`config.mk`:
```
export PLATFORM = sky130hd
export DESIGN_NAME = tlb_inv_walker
export DESIGN_NICKNAME = d
export VERILOG_FILES = /design/src/rtl/tlb_inv_walker.sv
export SDC_FILE = /design/constraint.sdc
export NUM_CORES = 1
export LEC_CHECK = 0
export CAP_MARGIN = 20
export CORE_MARGIN = 2
export CORE_UTILIZATION = 37
export DETAILED_ROUTE_END_ITERATION = 10
export PLACE_DENSITY = 0.75
export SLEW_MARGIN = 20
export SYNTH_ARGS = -nofsm -noshare
export SYNTH_HDL_FRONTEND = slang
export SYNTH_SLANG_ARGS = --single-unit
```
`constraint.sdc`:
```
create_clock -name clk -period 1.6 [get_ports clk]
set_input_delay 0.32 -clock clk [delete_from_list [all_inputs] [get_ports clk]]
set_output_delay 0.32 -clock clk [all_outputs]
set_load 0.005 [all_outputs]
```
`src/rtl/tlb_inv_walker.sv`:
```
// INVTLB sequencer: on a committed invtlb it walks every TLB entry through the read
// port and clears E on entries that match the op/ASID/VA rule.
module tlb_inv_walker #(
  parameter int TLBNUM = 16,
  parameter int IDXW   = $clog2(TLBNUM)
) (
  input  logic            clk,
  input  logic            resetn,
  input  logic            start,
  input  logic [4:0]      op,
  input  logic [9:0]      asid,
  input  logic [31:0]     va,
  output logic            busy,
  output logic            done,
  output logic            op_err,
  output logic [IDXW-1:0] r_index,
  input  logic            r_e,
  input  logic [18:0]     r_vppn,
  input  logic [5:0]      r_ps,
  input  logic [9:0]      r_asid,
  input  logic            r_g,
  output logic            clr_en,
  output logic [IDXW-1:0] clr_index
);

  // Handshake: start is a one-cycle request, taken in IDLE or DONE and ignored while busy;
  // done (with op_err) is a one-cycle completion pulse; clr_en is a one-cycle write strobe.
  typedef enum logic [1:0] {IDLE, SCAN, DONE} state_t;

  localparam logic [IDXW-1:0] LAST = IDXW'(TLBNUM - 1);

  state_t          state, state_nx;
  logic [IDXW-1:0] idx;
  logic [4:0]      op_q;
  logic [9:0]      asid_q;
  logic [18:0]     vppn_q;
  logic            err_q;
  logic            accept;
  logic            asm_hit, v_hit, hit;
  logic            unused_va;

  assign unused_va = ^va[12:0];
  assign accept    = start && (state != SCAN);

  always_ff @(posedge clk or negedge resetn) begin
    if (!resetn) begin
      state  <= IDLE;
      idx    <= '0;
      op_q   <= '0;
      asid_q <= '0;
      vppn_q <= '0;
      err_q  <= 1'b0;
    end else begin
      state <= state_nx;
      if (accept) begin
        op_q   <= op;
        asid_q <= asid;
        vppn_q <= va[31:13];
        err_q  <= (op > 5'd6);
        idx    <= '0;
      end else if (state == SCAN) begin
        idx <= (idx == LAST) ? '0 : idx + IDXW'(1);
      end
    end
  end

  // Large (2M) pages only compare the upper VPPN bits.
  always_comb begin
    asm_hit = (r_asid == asid_q);
    v_hit   = (r_ps == 6'd21) ? (vppn_q[18:9] == r_vppn[18:9]) : (vppn_q == r_vppn);
    case (op_q)
      5'd0, 5'd1: hit = 1'b1;
      5'd2:       hit = r_g;
      5'd3:       hit = ~r_g;
      5'd4:       hit = ~r_g & asm_hit;
      5'd5:       hit = ~r_g & asm_hit & v_hit;
      5'd6:       hit = (r_g | asm_hit) & v_hit;
      default:    hit = 1'b0;
    endcase
  end

  always_comb begin
    state_nx  = state;
    busy      = 1'b0;
    done      = 1'b0;
    op_err    = 1'b0;
    r_index   = '0;
    clr_en    = 1'b0;
    clr_index = '0;
    case (state)
      IDLE: begin
        if (start) state_nx = (op > 5'd6) ? DONE : SCAN;
      end
      SCAN: begin
        busy      = 1'b1;
        r_index   = idx;
        clr_index = idx;
        clr_en    = r_e & hit;
        if (idx == LAST) state_nx = DONE;
      end
      DONE: begin
        done     = 1'b1;
        op_err   = err_q;
        state_nx = start ? ((op > 5'd6) ? DONE : SCAN) : IDLE;
      end
      default: state_nx = IDLE;
    endcase
  end

endmodule

```
# Yosys cells after proc, flatten, opt, wreduce, memory -nomap -nowiden
# Cells that the tools add are included.
# word_totals
register_bits	41
in_bits	87
out_inout_bits	12
word_cells	51
# classes
add_sub_neg	1
n_lt_le_gt_ge	1
eq_ne	16
n_mux	15
n_bitwise	6
reduce_logical	6
# ops
cell	n
10-bit == test	2
19-bit == test	1
4-bit two-way mux	4
5-bit by 3-bit == test with 1-bit output (second input constant)	3
5-bit by 2-bit == test with 1-bit output (second input constant)	2
2-bit two-way mux	4
6-bit by 5-bit == test with 1-bit output (second input constant)	1
1-bit case mux with 6 select lines	1
2-bit case mux with 3 select lines	1
5-bit by 1-bit == test with 1-bit output (second input constant)	1
5-bit by 3-bit > comparator with 1-bit output (second input constant)	1
5-bit zero test	1
1-bit two-way mux	5
4-bit by 1-bit adder with 4-bit output (second input constant)	1
1-bit AND	4
4-bit == test (second input constant)	1
2-bit by 1-bit inequality test with 1-bit output (second input constant)	2
2-bit by 1-bit == test with 1-bit output (second input constant)	1
2-bit == test (second input constant)	1
2-bit zero test	1
2-bit inequality test (second input constant)	1
2-bit AND reduction	1
2-bit nonzero test	1
2-bit OR reduction	1
other kinds (3)	3

# Logic depth before layout (Yosys ltp)
# depth
depth_word	6
mapped_depth	6
mapped_depth_nobuf	6

# Worst setup path after synthesis
# OpenSTA, ideal clock, no wires.
# synth_path
kind	register to output
startpoint	reg asid_q[6]
endpoint	out clr_en
t_arrival_ns	1.412
required_time_ns	1.280
setup_slack_ns	-0.132
path_stages_with_launch	6
n_path_buf	0
path_cell_list	dfrtp_1 -> xor2_1 -> or4_1 -> nor3_2 -> a21oi_1 -> o21ai_1
# synth_via
elab_chain_len	6
word_cells_on_any_way	8
classes_between	1 x eq/ne; 2 x mux; 5 x bitwise
# synth_lines
item	line	text
start: declaration	35	logic [9:0] asid_q;
start signal: assignment	57	asid_q <= asid;
10-bit == test *	69	asm_hit = (r_asid == asid_q);
1-bit bitwise OR / 1-bit AND (equally long branches)	77, 75, 76	
1-bit AND (on tied branches)	77, 76	
1-bit case mux with 6 select lines *	71	case (op_q)
1-bit AND *	98	clr_en = r_e & hit;
1-bit two-way mux *	90	case (state)
end: declaration	22	output logic clr_en,
# Every way passes the cells marked *; elsewhere a longest branch is shown, timed or not.

# Worst setup path after layout
# layout_path
startpoint	in r_asid[5]
endpoint	out clr_en
# layout_via
elab_chain_len	6
word_cells_on_any_way	8
classes_between	1 x eq/ne; 2 x mux; 5 x bitwise
# layout_lines
item	line	text
start: declaration	20	input logic [9:0] r_asid,
10-bit == test *	69	
1-bit bitwise OR / 1-bit AND (equally long branches)	77, 75, 76	
1-bit AND (on tied branches)	77, 76	
1-bit case mux with 6 select lines *	71	
1-bit AND *	98	
1-bit two-way mux *	90	
# Marked as above.

==> results.sh <==
export IMPL_r2r_end="vppn_q[14]"
export IMPL_syn_inst=171
export IMPL_setup_violations=9
export IMPL_synth_seq_cells=41
export IMPL_path_delay_family="simple AND/OR/NAND/NOR gates"
export IMPL_drive_above_1_share_pct=32.7
export IMPL_relSlewSlack_pct=65.0
export IMPL_worstPathRequired_ns=1.28
export IMPL_clock_sinks=41
export IMPL_cpPeakStageDelay_ns=0.49
export IMPL_die_h_microns=78.7
export IMPL_n_antenna_cell=0
export IMPL_yosysTopAreaCell="dfrtp_1"
export IMPL_synthesis_area_sq_um=2060
export IMPL_seq_area_sq_um=1030
export IMPL_grt_use_total_pct=15.7
export IMPL_arrival_ns=1.89
export IMPL_max_slew_worst_pin_slew_ns=0.524
export IMPL_clk_pin_slew_ns=0.08
export IMPL_grt_pass1_wl_mm=7.63
export IMPL_finalWirelength_mm=4.53
export IMPL_syn_nets=259
export IMPL_grt_max_degree=42
export IMPL_cts_root_buf="clkbuf_8"
export IMPL_viasPerCell=4.72
export IMPL_synth_top_area_share_pct=49.7
export IMPL_vdd_drop_max_uv=635
export IMPL_dp_hpwl_mm=3.42
export IMPL_critical_path_reg2reg_startpoint="state[1]"
export IMPL_path_cells="clkdlybuf4s50_1 > xor2_1 > or4_4 > nor3_4 > a21oi_1 > o21ai_1 > buf_2"
export IMPL_nets=365
export IMPL_max_freq_mhz=453
export IMPL_p_sw_share_pct=26.9
export IMPL_drv_cap=0
export IMPL_layout_commonest_cell="clkdlybuf4s50_1"
export IMPL_start_util_pct=38.0
export IMPL_met2_usage_pct=28.0
export IMPL_wire_per_inst_microns=12.9
export IMPL_final_setup_worst_slack_ns=-0.609
export IMPL_antenna_found_initial=0
export IMPL_core_region_area_sq_um=5440
export IMPL_critPathLaunchType="primary input"
export IMPL_ff2ff_setup_slack_ns=0.04
export IMPL_overflow=0
export IMPL_grt_util_met1_pct=18.0
export IMPL_dr_pass1_iters=4
export IMPL_violations="setup timing"
export IMPL_drc=0
export IMPL_use_met3_pct=5.57
export IMPL_cp_num_buf_inv=2
export IMPL_fin_crit_sh_pct=138
export IMPL_cp_slowest_cell="or4_4"
export IMPL_fp_dieW_microns=78.7
export IMPL_cts_buffers=5
export IMPL_hold_viol_final=0
export IMPL_outcome="complete, but fails checks"
export IMPL_ant_nets=0
export IMPL_multi_input_area_sq_um=1040
export IMPL_fin_hold_ws_ns=0.0873
export IMPL_cp_depth=7
export IMPL_ioPinCount=99
export IMPL_power_switching_mw=1.08
export IMPL_hold_path_class="in2async"
export IMPL_avgSynthCellArea_sq_um=12.1
export IMPL_area_growth_pct=61.6
export IMPL_critical_path_class="in2out"
export IMPL_htreeDepth=2
export IMPL_cts_tree="yes"
export IMPL_synth_area_leaders="dfrtp_1 (50%), mux2_2 (19%), xnor2_1 (10%)"
export IMPL_fin_total_pwr_mw=4.02
export IMPL_end_kind="output pin"
export IMPL_num_rows=27
export IMPL_die_area_sq_um=6190
export IMPL_clock_latency_ns=0.29
export IMPL_num_vias=1651
export IMPL_dr_first_iter_drc_count=25
export IMPL_maxSlewViolCount=0
export IMPL_yosysUniqueCellTypes=29
export IMPL_gp_congestion=0.782
export IMPL_intPower_mw=2.94
export IMPL_leakagePower_nw=1.38
export IMPL_critPathMaxFanout=2
export IMPL_port_buffers=85
export IMPL_grt_pass1_vias=1758
export IMPL_synth_seq_area_share_pct=49.7
export IMPL_finalClockSkew_ns=0.00916
export IMPL_yosysWarnings=0
export IMPL_fill_cells=484
export IMPL_clkPwrFrac_pct=24.2
export IMPL_p_per_area_nw_per_um2=1210
export IMPL_utilization_pct=61.4
export IMPL_layout_common_cells="clkdlybuf4s50_1 (71), dfrtp_1 (41), mux2_2 (35), xnor2_1 (24)"
export IMPL_power_frac_seq_pct=38.9
export IMPL_finalCriticalPeriod_ns=2.21
export IMPL_r2r_worst_path_cells=6
export IMPL_p_comb_share_pct=36.9
export IMPL_clockBufferDepth=2
export IMPL_top_usage_layer="met2"
export IMPL_rsz0062_at_grt="yes"
## power by group through the flow
| stage | sequential [mW] | combinational [mW] | clock, mW |
|---|---|---|---|
| 2_1_floorplan | 1.53 | 0.757 | 0 |
| 3_3_place_gp | 1.56 | 1.26 | 0 |
| 3_5_place_dp | 1.58 | 1.28 | 0 |
| 4_1_cts | 1.57 | 1.46 | 1.00 |
| 5_1_grt | 1.61 | 1.63 | 1.05 |
| 6_report | 1.56 | 1.49 | 0.972 |
## worst max path at each step
stage | from | endpoint | slack [ns]
6_report | r_asid[5] | clr_en | -0.61
5_1_grt | asid_q[6] | clr_en | -0.70
4_1_cts | asid_q[6] | clr_en | -0.70
3_5_place_dp | r_asid[6] | clr_en | -1.09
3_3_place_gp | r_asid[6] | clr_en | -1.04
2_1_floorplan | asid_q[6] | clr_en | -0.09
## layer usage
| layer | part of all wire (%) | wire, microns | up-vias |
|---|---|---|---|
| met5 | 0 | 0 | - |
| met2 | 52 | 2360 | 64 |
| met1 | 39 | 1760 | 779 |
| li1 | - | - | 806 |
| met3 | 8.6 | 390 | 2 |
| met4 | 0.38 | 17 | 0 |
## synth_stat cells
library cell  count
ha_1              1
nand2b_1          5
or4_1             1
xor2_1            6
o221ai_1          1
nand4_1           6
buf_2             3
a31oi_1           2
a21oi_1           1
nand4bb_1         1
a21boi_0          1
o21ai_0           6
buf_4             4
clkbuf_1          1
nor3_2            1
nor2b_1           1
a311o_1           1
dfrtp_1          41
nand3b_1          1
nor4_1            3
xnor2_1          24
and2_1            5
nand2_1           9
nand3_1           4
o21ai_1           1
nor2_1            4
nor3b_1           1
inv_1             1
mux2_2           35
## state kept, by name (all words and copies together) (netlist names)
signal,cells
asid_q,10
err_q,1
idx,4
op_q,5
state,2
vppn_q,19
## worst reg2reg max path: stages, from the launching register on
cell and delay, ns:
dfrtp_1 0.39, nand2b_4 0.16, buf_4 0.13, buf_4 0.14, nand2_4 0.08, buf_12 0.18, mux2_2 0.36
## cell type report
class,count,share of cell area [%]
Clock buffer,5,2.06
Clock inverter,3,1.95
Inverter,1,0.187
Multi-Input combinational cell,121,31.2
Sequential cell,41,30.7
Tap cell,72,2.70
Timing Repair Buffer,107,31.2
## through the flow
step / cells / TNS, ns / area, sq um / setup WS, ns
final: 350 / -1.22 / 3340 / -0.609
after global routing: 350 / -2.15 / 3340 / -0.698
after CTS: 350 / -1.26 / 3310 / -0.703
after detailed placement: 334 / -2.01 / 3070 / -1.09
after global placement: 334 / -1.79 / 3070 / -1.04
after floorplan: 171 / -0.0851 / 2060 / -0.0851
## logic make-up after synthesis
group,after synthesis,synth area share [%]
flops,41,49.7
simple gates,42,11.5
mux,35,19.1
fa+ha+maj,1,0.606
buf+inv,9,2.54
xor+xnor,30,12.7
compound gates,13,3.82
## repair_timing
action | in CTS | in global routing
hold buffers | 0 | 0
setup endpoints to repair | 12 | 15
pin swaps | 4 | 5
setup buffers | 8 | 2
gates resized for setup | 64 | 16
Note: power is estimated with default switching activity, not from simulation.
